**config.mk**
```make
export PLATFORM = sky130hd
export DESIGN_NAME = pifo_enq_arbiter
export DESIGN_NICKNAME = d
export VERILOG_FILES = /design/src/rtl/pifo_enq_arbiter.sv
export SDC_FILE = /design/constraint.sdc
export NUM_CORES = 1
export LEC_CHECK = 0
export CORE_UTILIZATION = 35
export DETAILED_ROUTE_END_ITERATION = 10
export HOLD_SLACK_MARGIN = 0.15
export PLACE_DENSITY = 0.62
export SYNTH_ARGS = -nofsm -noshare
export SYNTH_HDL_FRONTEND = slang
export SYNTH_SLANG_ARGS = --single-unit
```
**constraint.sdc**
```tcl
create_clock -name clk -period 5.8 [get_ports clk]
set_clock_uncertainty 0.05 [all_clocks]
set_input_delay 1.74 -clock clk [delete_from_list [all_inputs] [get_ports clk]]
set_output_delay 1.74 -clock clk [all_outputs]
set_load 0.02 [all_outputs]
```
**src/rtl/pifo_enq_arbiter.sv**
```systemverilog
// Round-robin enqueue arbiter: per-port staging, one PIFO insert per cycle.
// Build option: define PIFO_ENQ_DROP_ON_FULL_EN to drop on pifo_full.
//
// Ports:
//   clk, rst        rising-edge clock, synchronous active-high reset
//   en              grant enable (staging keeps accepting when low)
//   in_valid/ready  per-port request handshake
//   in_rank/meta    packed per-port rank and metadata
//   pifo_insert     insert strobe, with pifo_rank_in and pifo_meta_in
//   pifo_meta_in    {meta, source port index}
//   pifo_busy/full  PIFO backpressure
//   drop_count      saturating count of requests discarded on full
module pifo_enq_arbiter #(
  parameter int NUM_PORTS  = 4,
  parameter int RANK_WIDTH = 10,
  parameter int META_WIDTH = 20,
  localparam int PORT_W =
    (NUM_PORTS > 2) ? $clog2(NUM_PORTS) : 1
) (
  input  logic                           clk,
  input  logic                           rst,
  input  logic                           en,
  input  logic [NUM_PORTS-1:0]           in_valid,
  input  logic [NUM_PORTS*RANK_WIDTH-1:0] in_rank,
  input  logic [NUM_PORTS*META_WIDTH-1:0] in_meta,
  output logic [NUM_PORTS-1:0]           in_ready,
  output logic                           pifo_insert,
  output logic [RANK_WIDTH-1:0]          pifo_rank_in,
  output logic [META_WIDTH+PORT_W-1:0]   pifo_meta_in,
  input  logic                           pifo_busy,
  input  logic                           pifo_full,
  output logic [15:0]                    drop_count
);

  logic [NUM_PORTS-1:0]  stage_valid;
  logic [RANK_WIDTH-1:0] stage_rank [NUM_PORTS];
  logic [META_WIDTH-1:0] stage_meta [NUM_PORTS];

  logic [PORT_W-1:0]    rr_ptr;
  logic [PORT_W-1:0]    winner;
  logic [PORT_W-1:0]    next_ptr;
  logic                 found;
  logic                 can_issue;
  logic                 issue;
  logic                 drop;
  logic                 take;
  logic [NUM_PORTS-1:0] vacate;
  logic [NUM_PORTS-1:0] load;

  // First staged port scanning from rr_ptr with wrap.
  always_comb begin : pick
    int idx;
    idx    = 0;
    found  = 1'b0;
    winner = '0;
    for (int i = 0; i < NUM_PORTS; i++) begin
      idx = int'(rr_ptr) + i;
      if (idx >= NUM_PORTS) idx = idx - NUM_PORTS;
      if (!found && stage_valid[idx]) begin
        found  = 1'b1;
        winner = PORT_W'(idx);
      end
    end
  end

  assign next_ptr =
    (winner == PORT_W'(NUM_PORTS - 1)) ? '0
                                       : winner + PORT_W'(1);

  assign can_issue = en & ~pifo_busy & ~pifo_full;
  assign issue     = can_issue & found & ~rst;

`ifdef PIFO_ENQ_DROP_ON_FULL_EN
  // Full PIFO: the winner is discarded instead of stalling.
  assign drop = en & pifo_full & found & ~rst;
`else
  assign drop = 1'b0;
`endif

  assign take   = issue | drop;
  assign vacate = take ? (NUM_PORTS'(1) << winner) : '0;

  // A slot being emptied this cycle may be refilled on the same edge.
  assign in_ready = rst ? '0 : (~stage_valid | vacate);
  assign load     = in_valid & in_ready;

  assign pifo_insert  = issue;
  assign pifo_rank_in = issue ? stage_rank[winner] : '0;
  assign pifo_meta_in =
    issue ? {stage_meta[winner], winner} : '0;

  always_ff @(posedge clk) begin
    if (rst) begin
      stage_valid <= '0;
      rr_ptr      <= '0;
    end else begin
      stage_valid <= (stage_valid & ~vacate) | load;
      if (take) rr_ptr <= next_ptr;
    end
  end

  always_ff @(posedge clk) begin
    for (int p = 0; p < NUM_PORTS; p++) begin
      if (load[p]) begin
        stage_rank[p] <= in_rank[p*RANK_WIDTH +: RANK_WIDTH];
        stage_meta[p] <= in_meta[p*META_WIDTH +: META_WIDTH];
      end
    end
  end

`ifdef PIFO_ENQ_DROP_ON_FULL_EN
  always_ff @(posedge clk) begin
    if (rst) begin
      drop_count <= '0;
    end else if (drop && drop_count != 16'hFFFF) begin
      drop_count <= drop_count + 16'd1;
    end
  end
`else
  assign drop_count = '0;
`endif

endmodule
```
==> impl_metrics.tcl <==
set metrics [dict create \
    grt_usage_pct 18.25 \
    synth_cells 335 \
    finalCriticalPeriod_ns 5.680 \
    synth_area_leaders "edfxtp_1 (69%), mux2i_1 (5.6%), o221ai_1 (4.7%)" \
    fmax_mhz 176.0 \
    place.gp.congestion 0.7790 \
    drc 0 \
    fin_nets 651 \
    final_area_sq_um 7712 \
    cts-root-buf "clkbuf_16" \
    grt_first_pass_wirelength_mm 19.68 \
    worst_pin_slew_ns 0.9378 \
    initial_utilization_pct 35.83 \
    port_buffers 165 \
    synth-edff-count 120 \
    initialDrtViolationCount 139 \
    gr-total-overflow 0 \
    required_ns 4.01 \
    firstDrtPassIters 5 \
    slew_headroom_pct 37.48 \
    grt_pass1_vias 3634 \
    rsz0062_at_grt "no" \
    yosysWarnings 0 \
    crit_type "in2out" \
    hpwl_mm 8.725 \
    dp.cells 686 \
    synth_ff_type "edfxtp_1" \
    dieArea_sq_um 15370 \
    power_per_cell_area_nw_per_um2 315.9 \
    die_h_um 124.0 \
    arrival_ns 3.89 \
    clkTransAtPathRegs_ns 0.06 \
    die_w_um 124.0 \
    crit_fanout 18 \
    cts_tree "done" \
    hold_viol 0 \
    ys_types 44 \
    synth-seq-cells 126 \
    routedWlPerCell_um 18.44 \
    setup_viol 0 \
    num_rows 44 \
    drive_gt1_share_pct 14.04 \
    clk_latency_ns 0.41 \
    synth_top_area_share_pct 69.20 \
    fin_total_pwr_mw 2.436 \
    cts_hold_buffers 0 \
    ir_worst_vdd_v 0.0002251 \
    via_per_inst 4.830 \
    p_leak_nw 2.979 \
    yosys.area.top_type "edfxtp_1" \
    fin_crit_sh_pct 97.94 \
    vias 3468 \
    yosysMostFrequentCell "edfxtp_1" \
    cts_buffer_depth 2 \
    io_pins 182 \
    fin_cells 718 \
    synthesis.area_sq_um 5207 \
    ant_nets 0 \
    drv_cap 0 \
    syn2layout_area_growth_pct 48.10 \
    diodes 0 \
    utilization_pct 53.06 \
    timing.hold.ws_ns 0.4867 \
    seq_area_frac_synth_pct 71.50 \
    endpoint_kind "output pin" \
    hp-class "reg2reg" \
    yosys-top-cells-count "edfxtp_1 (120), inv_1 (30), nand3_1 (30)" \
    ctsHtreeMaxLevel 4 \
    slew_viol_final 0 \
    syn_area_per_cell_sq_um 15.54 \
    clock_sinks 126 \
    core_area_sq_um 14530 \
    antenna_found_initial 0 \
    cts_buffers 17 \
    outcome "complete, no violations" \
    start_kind "primary input" \
    wl_mm 13.24 \
    grt_max_degree 35 \
    placed_area_sq_um 7109 \
    async_flop_share_pct 0 \
]
[timing repair]
item	CTS	global route
endpoints found under the setup margin	33	10
setup buffers	0	0
gates resized for setup	33	14
gates cloned	0	0
[cell usage in the layout, fill, tap and decap left out, types with 3 or more instances in the layout]
cell type / count
inv_6: 3
clkinvlp_4: 3
clkdlybuf4s15_1: 8
nand3_1: 30
o221ai_1: 28
conb_1: 16
nand2_1: 5
nor2b_1: 3
mux2i_1: 29
bufinv_16: 5
dfxtp_1: 6
clkbuf_16: 17
clkdlybuf4s50_1: 132
clkinv_2: 3
nor2_1: 9
inv_1: 30
buf_4: 18
edfxtp_1: 120
o21ba_2: 3
dlygate4sd2_1: 23
[logic make-up (layout without fill, tap and decap cells)]
logic type      after synthesis  count (layout)  share of synthesized area [%]
mux                          29              29                          5.574
buf+inv                      65             249                          6.992
flops                       126             126                          71.50
other cells                   1              16                        0.07201
simple gates                 66              66                          7.593
fa+ha+maj                     1               1                         0.2402
compound gates               47              47                          8.025
[final cells by class]
cell class | instances | area [sq um]
sequential | 126 | 3724
tap | 184 | 230.2
timing repair buffer | 185 | 1788
fill | 1251 | 6822
inverter | 32 | 121.4
clock buffer | 18 | 429.2
clock inverter | 14 | 212.7
multi-input combinational | 159 | 1207
[registers in the layout, summed over array words and instances, names as in the netlist]
| register | count |
|---|---|
| rr_ptr | 2 |
| stage_meta | 80 |
| stage_rank | 40 |
| stage_valid | 4 |
[power breakdown]
part	total, mW	leakage (nW)	internal, mW	switching [mW]
Combinational	0.234	1.51	0.123	0.112
Clock	1.15	0.305	0.763	0.387
Sequential	1.05	1.16	1.04	0.0129
[worst max-delay path, cell delays in order]
cell             delay, ns
clkdlybuf4s50_1       0.47
nor4b_4               0.36
o41ai_4               0.15
buf_4                 0.18
a21oi_4               0.18
buf_12                0.19
clkdlybuf4s50_1       0.62
[metal layers]
metal	global-route usage [%]	up-vias	wire, um
met1	21.55	1683	5476
met3	7.830	14	1223
li1	-	1619	-
met5	0	-	0
met4	6.101	0	137
met2	29.83	152	6405
[path summary, 6_finish.rpt]
check             slack [ns]               end  cells after the start           start
hold / removal          0.49         rr_ptr[0]                      2       rr_ptr[0]
setup reg to reg        2.47  stage_rank[0][4]                      8  stage_valid[1]
setup / recovery        0.12   pifo_meta_in[0]                      7             rst
hold reg to reg         0.49         rr_ptr[0]                      2       rr_ptr[0]
[stage by stage]
stage	setup slack, ns	TNS, ns
5_1_grt	0.001662	0
2_1_floorplan	0.2340	0
6_report	0.1197	0
3_5_place_dp	-0.2191	-4.356
3_3_place_gp	-0.1979	-3.794
4_1_cts	0.05867	0
(Power assumes the default switching activity.)
